==> src/rtl/demux_fifo_2lane.sv <==
// demux_fifo_2lane: splits an interleaved stream into two first-word-fall-through lane FIFOs.
// Define DEMUX_ALMOST_FULL_EN to add the almost_full_0/almost_full_1 outputs.
module demux_fifo_2lane #(
    parameter int DATA_WIDTH = 8,
    parameter int DEPTH      = 4,
    parameter int AF_THRESH  = 3
) (
    input  logic                  clk,
    input  logic                  reset,
    input  logic [DATA_WIDTH-1:0] data_in,
    input  logic                  valid_in,
    input  logic                  pop_0,
    input  logic                  pop_1,
    output logic [DATA_WIDTH-1:0] data_out_0,
    output logic [DATA_WIDTH-1:0] data_out_1,
    output logic                  valid_out_0,
    output logic                  valid_out_1,
    output logic                  full_0,
    output logic                  full_1,
    output logic                  overflow_err
`ifdef DEMUX_ALMOST_FULL_EN
    ,
    output logic                  almost_full_0,
    output logic                  almost_full_1
`endif
);
    localparam int AW = $clog2(DEPTH);
    localparam logic [AW:0] FULL_CNT = (AW+1)'(DEPTH);

    if (DEPTH < 2 || (DEPTH & (DEPTH - 1)) != 0 || AF_THRESH < 1 || AF_THRESH > DEPTH) begin : g_bad_params
        $error("demux_fifo_2lane: illegal DEPTH/AF_THRESH");
    end

    logic                       sel_q, ovf_q;
    logic [1:0]                 pop, push, do_pop, full, nonempty, af;
    logic [1:0][DATA_WIDTH-1:0] dout;

    assign pop = {pop_1, pop_0};

    for (genvar l = 0; l < 2; l++) begin : g_lane
        logic [DATA_WIDTH-1:0] mem_q [DEPTH];
        logic [AW-1:0]         wptr_q, rptr_q;
        logic [AW:0]           cnt_q, cnt_d;
        assign full[l]     = cnt_q == FULL_CNT;
        assign nonempty[l] = cnt_q != '0;
        // a full lane still accepts the word when its head leaves in the same cycle
        assign push[l]     = valid_in && (sel_q == 1'(l)) && (!full[l] || pop[l]);
        assign do_pop[l]   = pop[l] && nonempty[l];
        assign cnt_d       = cnt_q + {{AW{1'b0}}, push[l]} - {{AW{1'b0}}, do_pop[l]};
        assign dout[l]     = nonempty[l] ? mem_q[rptr_q] : '0;
`ifdef DEMUX_ALMOST_FULL_EN
        assign af[l]       = cnt_q >= (AW+1)'(AF_THRESH);
`else
        assign af[l]       = 1'b0;
`endif
        always_ff @(posedge clk) begin
            if (!reset) begin
                wptr_q <= '0;
                rptr_q <= '0;
                cnt_q  <= '0;
            end else begin
                if (push[l]) wptr_q <= wptr_q + 1'b1;
                if (do_pop[l]) rptr_q <= rptr_q + 1'b1;
                cnt_q <= cnt_d;
            end
        end
        always_ff @(posedge clk) begin
            if (reset && push[l]) mem_q[wptr_q] <= data_in;
        end
    end

    // sel advances on every offered word, stored or dropped, to keep lanes aligned
    always_ff @(posedge clk) begin
        if (!reset) begin
            sel_q <= 1'b0;
            ovf_q <= 1'b0;
        end else begin
            if (valid_in) sel_q <= ~sel_q;
            if (valid_in && full[sel_q] && !pop[sel_q]) ovf_q <= 1'b1;
        end
    end

    assign data_out_0   = dout[0];
    assign data_out_1   = dout[1];
    assign valid_out_0  = nonempty[0];
    assign valid_out_1  = nonempty[1];
    assign full_0       = full[0];
    assign full_1       = full[1];
    assign overflow_err = ovf_q;
`ifdef DEMUX_ALMOST_FULL_EN
    assign almost_full_0 = af[0];
    assign almost_full_1 = af[1];
`else
    logic unused_af;
    assign unused_af = ^af;
`endif
endmodule

==> config.mk <==
export PLATFORM = sky130hd
export DESIGN_NAME = demux_fifo_2lane
export DESIGN_NICKNAME = d
export VERILOG_FILES = /design/src/rtl/demux_fifo_2lane.sv
export SDC_FILE = /design/constraint.sdc
export NUM_CORES = 1
export LEC_CHECK = 0
export ABC_AREA = 1
export BUFFER_PORTS_ARGS = -buffer_cell sky130_fd_sc_hd__buf_4
export CAP_MARGIN = 20
export CORE_MARGIN = 1.5
export CORE_UTILIZATION = 45
export CTS_CLUSTER_DIAMETER = 80
export DETAILED_ROUTE_END_ITERATION = 7
export PLACE_DENSITY = 0.65
export SLEW_MARGIN = 20
export SYNTH_ARGS = -nofsm -noshare
export SYNTH_HDL_FRONTEND = slang
export SYNTH_SLANG_ARGS = --single-unit
==> constraint.sdc <==
create_clock -name clk -period 2.4 [get_ports clk]
set_clock_uncertainty 0.1 [all_clocks]
set_input_delay 0.12 -clock clk [delete_from_list [all_inputs] [get_ports clk]]
set_output_delay 0.12 -clock clk [all_outputs]
set_load 0.1 [all_outputs]
==> out/qor.yml, run 1 <==
num_io_pins: 34
wl_met3_um: 358
worstPathArrival_ns: 1.97
drt-total-wl_mm: 6.50
drt_iter0_drc: 120
n_antenna_cell: 0
wl_met2_mm: 3.10
wl_per_cell_um: 13.1
maxCapViolCount: 0
slew_headroom_pct: 60.6
worstSetupStartpointType: "flop"
vias: 2377
die_area_um2: 8610
root_buffer: "clkbuf_8"
ys_types: 24
rr_startpoint: "g_lane[0].cnt_q[1]"
grt_pass1_wl_mm: 10.7
gp_congestion: 0.779
firstDrtPassIters: 4
synth_warnings: 0
vias_per_cell: 4.80
die_y_um: 92.8
worstHoldStart: "pop_0"
top_layer: "met4"
nNetsFinal: 416
dp_hpwl_mm: 4.33
final_hold_viol_count: 0
intPower_mw: 2.82
finalSetupTns_ns: 0
cp_max_fo: 13
crit_type: "flop to primary output"
die_w_um: 92.8
drive_above_1_share_pct: 22.6
cts_resized: 0
final_core_util_pct: 55.4
maxSlewViolCount: 0
worstSkewPairLatency_ns: 0.34
setup_violations: 0
hold_class: "input pin to flop"
worstPathRequired_ns: 2.18
rsz0062_at_grt: "false"
final_cell_mix: "72 x nor2_1, 64 x edfxtp_1, 44 x buf_4, 34 x inv_1, 27 x o21ai_1"
p_leak_nw: 1.71
switching_share_pct: 48.3
fin_crit_sh_pct: 91.2
ys_seq_elements: 84
io_buffers: 33
grt_max_degree: 17
synth_nets: 359
netlist_area_um2: 3630
clk_pin_slew_ns: 0.08
numCtsBuffers: 9
antenna_found_initial: 0
reg2regPathDepth: 10
p_clk_share_pct: 19.0
grt_pass1_vias: 2286
min_path_cells: 3
cts_num_sinks: 84
pwr_density_cell_nw_per_um2: 1270
rows: 32
synth.top_cell.area_share_pct: 53.0
syn_to_final_growth_pct: 18.6
ys_seq_area_share_pct: 64.0
endpoint_kind: "primary output"
grt_overflow: 0
clockBufferDepth: 2
peakVddDrop_v: 0.000990
fin_total_pwr_mw: 5.45
layout_min_cycle_time_ns: 2.19
wirelength_met1_mm: 2.91
final_common_cell: "nor2_1"
start_util_pct: 46.7
cts_max_level: 3
power.net_switching_mw: 2.63
synth_area_leaders: "edfxtp_1 53%, dfxtp_1 11%, nor2_1 7.5%"
ant_nets: 0
yosys.area.top_type: "edfxtp_1"
core_area_um2: 7770
syn_inst: 332
synth.avg_cell_area_um2: 10.9
r2r_slack_ns: 0.35
worst_pin_slew_ns: 0.591
pwr-share-seq_pct: 33.0
grt_use_total_pct: 16.5
max_freq_mhz: 457
status: "finished clean"
cts_tree: "yes"
drc: 0
combinationalPowerShare_pct: 48.0
timing.rr.end: "g_lane[0].cnt_q[2]"
==> critical path: stages, from the launching register on <==
cell and delay (ns):
dfxtp_1 0.70, buf_4 0.27, nor2_4 0.05, nor2_2 0.08, o21ai_1 0.07, a21oi_1 0.16
buf_4 0.31
==> cells in the mapped netlist (all sizes together) <==
| cell type | n |
|---|---|
| nor2 | 86 |
| edfxtp | 64 |
| inv | 43 |
| o21ai | 39 |
| a21oi | 26 |
| nand2 | 23 |
| dfxtp | 20 |
| ha | 12 |
| buf | 9 |
| nand3 | 3 |
| fa | 2 |
| xor2 | 2 |
| and3 | 1 |
| nor3 | 1 |
| or2 | 1 |
==> kinds of logic (layout without fill, tap and decap cells) <==
group / count (synthesis) / count (layout) / share of synthesized area [%]
and+or+nand+nor: 115 / 115 / 13.8
DFF: 84 / 84 / 64.0
AOI/OAI and AO/OA: 65 / 65 / 8.97
buffers and inverters: 52 / 113 / 7.45
adders and majority gates: 14 / 14 / 5.24
xor gates and xnor gates: 2 / 2 / 0.483
==> worst max path at each step <==
stage | from | endpoint | slack (ns) | depth (start not counted)
after floorplan | g_lane[1].cnt_q[1] | data_out_1[0] | -0.40 | 4
after global placement | g_lane[1].cnt_q[1] | g_lane[1].cnt_q[2] | 0.44 | 11
after detailed placement | g_lane[0].cnt_q[1] | g_lane[0].cnt_q[2] | 0.38 | 10
after CTS | flop | data_out_1[5] | 0.16 | 6
after global routing | flop | data_out_1[4] | 0.07 | 6
final | flop | data_out_1[5] | 0.21 | 6
==> state kept, by name, summed over array words and instances (netlist names), named ones only <==
register,count
g_lane.rptr_q,4
overflow_err,1
g_lane.mem_q,64
sel_q,1
g_lane.wptr_q,4
g_lane.cnt_q,6
==> power groups by stage <==
stage / Clock, mW / Sequential [mW] / Combinational, mW
CTS: 1.06 / 1.80 / 2.63
floorplan: 0 / 1.78 / 2.20
finish: 1.04 / 1.80 / 2.62
detailed placement: 0 / 1.83 / 2.61
global placement: 0 / 1.83 / 2.59
global route: 1.13 / 1.82 / 2.79
==> cell type report <==
cell class	count	area (µm²)
inverters	43	161
repair buffers	55	440
well taps	102	128
clock inverters	6	80.1
clock buffers	9	124
fillers	686	3470
flip-flops and latches	84	2320
multi-input cells	196	1050
==> through the flow <==
stage	std cells	setup WS, ns	hold WS (ns)	instance area (µm²)
after floorplan	332	-0.404	0.119	3640
after global placement	469	0.436	0.262	3990
after detailed placement	469	0.380	0.267	3990
after CTS	495	0.160	0.00966	4300
after global routing	495	0.0694	0.0272	4300
final	495	0.210	0.0273	4300
==> layer usage <==
metal | global-route usage (%) | vias to the layer above
li1 | - | 1207
met1 | 21.1 | 1103
met2 | 26.5 | 57
met3 | 3.28 | 10
met4 | 8.71 | 0
met5 | 0 | -
==> timing repair <==
action,CTS,global route
buffers inserted,0,0
hold endpoints to repair,72,0
hold buffers,11,0
Note: power is estimated with default switching activity, not from simulation.
==> run 2: changes to the inputs <==
ABC_AREA = 0   (was 1)
==> run 2 against run 1 <==
First-iteration DRC count decreased by 2.5%. Critical endpoint is now g_lane[0].cnt_q[2]. Highest routed layer unchanged. Non-clock buffer count is 7 lower. Setup slack gained 0.046 ns.
==> out/qor.yml, run 2 <==
synth_edf_count: 64  # unchanged
r2r_slack_ns: 0.26  # -0.09 ns
synth_area_leaders: "edfxtp_1 55%, dfxtp_1 11%, mux4_2 10%"
final_common_cell: "edfxtp_1"
synthTopCellsByCount: "64 x edfxtp_1, 20 x dfxtp_1, 19 x nor2b_1, 16 x mux4_2, 14 x nand2_1"
ys_seq_elements: 84  # unchanged
ys_seq_area_share_pct: 66.0  # +2.0 points
multi_input_area_um2: 1100  # +4.8%
synthFlopType: "edfxtp_1"
n_antenna_cell: 0  # unchanged
synth_warnings: 0  # unchanged
clockBufferDepth: 2  # unchanged
crit_type: "flop to flop"
worstHoldStart: "pop_0"
hold_class: "input pin to flop"
maxSlewViolCount: 0  # unchanged
num_io_pins: 34  # unchanged
critical_path.max_stage_delay_ns: 0.37  # -0.33 ns
die_y_um: 91.4  # -1.5%
wl_per_cell_um: 14.9  # +13%
cts_setup_buffers: 0  # unchanged
place_inst: 346  # -26%
peakVddDrop_v: 0.000716  # -28%
drc: 0  # unchanged
synth_nets: 242  # -33%
die_area_um2: 8350  # -3.0%
die_w_um: 91.4  # -1.5%
synth_most_common_cell: "edfxtp_1"
nFillCells: 638  # -7.0%
yosys.area.top_type: "edfxtp_1"
rr_startpoint: "g_lane[0].cnt_q[1]"
cp_num_buf_inv: 1  # -1
top_register: "g_lane.mem_q"
cts_max_level: 3  # unchanged
syn_inst: 215  # -35%
firstDrtPassIters: 4  # unchanged
root_buffer: "clkbuf_8"
p_leak_nw: 1.50  # -12%
dp_hpwl_mm: 3.77  # -13%
worstPathArrival_ns: 2.29  # +0.32 ns
finalSetupTns_ns: 0  # unchanged
worst_pin_slew_ns: 0.458  # -0.132 ns
path_cells: "nor3_2 -> nor2b_1 -> ha_1 -> inv_1 -> ha_1 -> fa_1 -> xor2_1 -> xnor2_1 -> and2_1"
status: "finished clean"
slowest_stage: "dfxtp_1"
max_freq_mhz: 466  # +2.1%
crit_top_cell: "ha_1"
synthArstFlopShare_pct: 0  # unchanged
maxCapViolCount: 0  # unchanged
rows: 32  # unchanged
rsz0062_at_grt: "false"
pwr_density_cell_nw_per_um2: 1210  # -4.7%
numCtsBuffers: 9  # unchanged
largest_reg_flops: 64  # unchanged
layout_min_cycle_time_ns: 2.14  # -0.0460 ns
ys_types: 31  # +29%
area.sequential_um2: 2320  # unchanged
clk_pin_slew_ns: 0.08  # about the same
grt_max_degree: 33  # +16
setup_violations: 0  # unchanged
final_cell_mix: "64 x edfxtp_1, 38 x buf_4, 20 x dfxtp_1, 19 x nor2b_1, 16 x mux4_2"
placed_area_um2: 3880  # -2.7%
finalInstanceArea_um2: 4150  # -3.4%
cts_num_sinks: 84  # unchanged
slew_headroom_pct: 69.4  # +8.9 points
netlist_area_um2: 3520  # -3.1%
worstPathRequired_ns: 2.54  # +0.36 ns
drt-total-wl_mm: 5.53  # -15%
synth.avg_cell_area_um2: 16.4  # +50%
largest_registers: "g_lane.mem_q: 64 flops, g_lane.cnt_q: 6 flops"
worstSetupStartpointType: "flop"
nNetsFinal: 292  # -30%
vias_per_cell: 4.84  # +0.76%
final_hold_viol_count: 0  # unchanged
core_area_um2: 7650  # -1.5%
vias: 1800  # -24%
synth.top_cell.area_share_pct: 54.7  # +1.7 points
ant_nets: 0  # unchanged
start_util_pct: 46.0  # -0.72 points
io_buffers: 33  # unchanged
cp-startpoint: "g_lane[0].cnt_q[1]"
cp_max_fo: 4  # -9
finalNonFillerCells: 372  # -25%
fin_crit_sh_pct: 89.3  # -1.9 points
grt_overflow: 0  # unchanged
antenna_found_initial: 0  # unchanged
grt_pass1_wl_mm: 9.16  # -14%
grt_pass1_vias: 1861  # -19%
drive_above_1_share_pct: 28.5  # +5.9 points
crit_family: "adder cells"
endpoint_kind: "flop"
worstSkewPairLatency_ns: 0.35  # about the same
cts_resized: 0  # unchanged
drt_iter0_drc: 117  # -2.5%
syn_to_final_growth_pct: 18.1
grt_use_total_pct: 14.8  # -1.7 points
cts_tree: "yes"
gp_congestion: 0.733  # -5.9%
==> run 2: changes by cell type after synthesis, sizes merged, moves of 4 or more <==
cell	change
nor2	-85
clkbuf	+5
and3	+8
nor2b	+19
mux2i	+4
and2	+6
inv	-30
mux4	+16
a21oi	-26
buf	-5
nand2	-9
o21ai	-33
==> run 2: metrics by stage <==
stage               setup slack, ns  hold slack [ns]  util (%)  total power, mW
CTS                           0.202          0.00579      54.3             5.08
finish                        0.256           0.0176      54.3             5.02
floorplan                    0.0842            0.119         -             3.72
global route                 0.0714           0.0781      54.3             5.26
detailed placement            0.244            0.269      50.7             4.18
global placement              0.271            0.266      50.7             4.17
==> run 2: repair_timing <==
action | in CTS | in global routing
setup endpoints to repair | 0 | 0
hold endpoints to repair | 66 | 0
hold buffers | 10 | 0
==> run 2: where the power goes <==
part / switching [mW] / leakage [nW] / internal (mW)
Clock: 0.507 / 0.0820 / 0.379
Combinational: 1.68 / 0.676 / 0.665
Sequential: 0.114 / 0.742 / 1.67
==> run 2: cells by family after synthesis <==
kind of cell	synth area share [%]
AO/OA/AOI/OAI	1.28
multiplexers	11.4
adder cells (fa/ha/maj)	5.41
AND/OR/NAND/NOR	11.7
buffers and inverters	2.92
flip-flops	66.0
XOR/XNOR	1.25
==> run 2: worst min-delay path: cells and delay by family <==
family	cells	cell delay (ns)
AOI/OAI and AO/OA	1	0.08
and+or+nand+nor	1	0.11
buffers and inverters	1	0.11
==> run 2: path summary, 6_finish.rpt <==
path / end / cells after the start
max: g_lane[0].cnt_q[2] / 9
min: g_lane[0].rptr_q[0] / 3
max reg2reg: g_lane[0].cnt_q[2] / 9
min reg2reg: overflow_err / 2
==> run 2: cell type report <==
type,count,share of cell area [%]
clock inverters,7,1.20
flip-flops and latches,84,55.9
well taps,102,3.07
repair buffers,48,9.28
clock buffers,9,2.98
inverters,13,1.17
multi-input cells,109,26.4
==> run 2: metal layers <==
layer	wire length (µm)	GRT usage, %	vias up
met5	0	0	-
li1	-	-	891
met2	2720	25.0	35
met4	89	7.42	0
met1	2490	18.3	866
met3	221	2.60	8
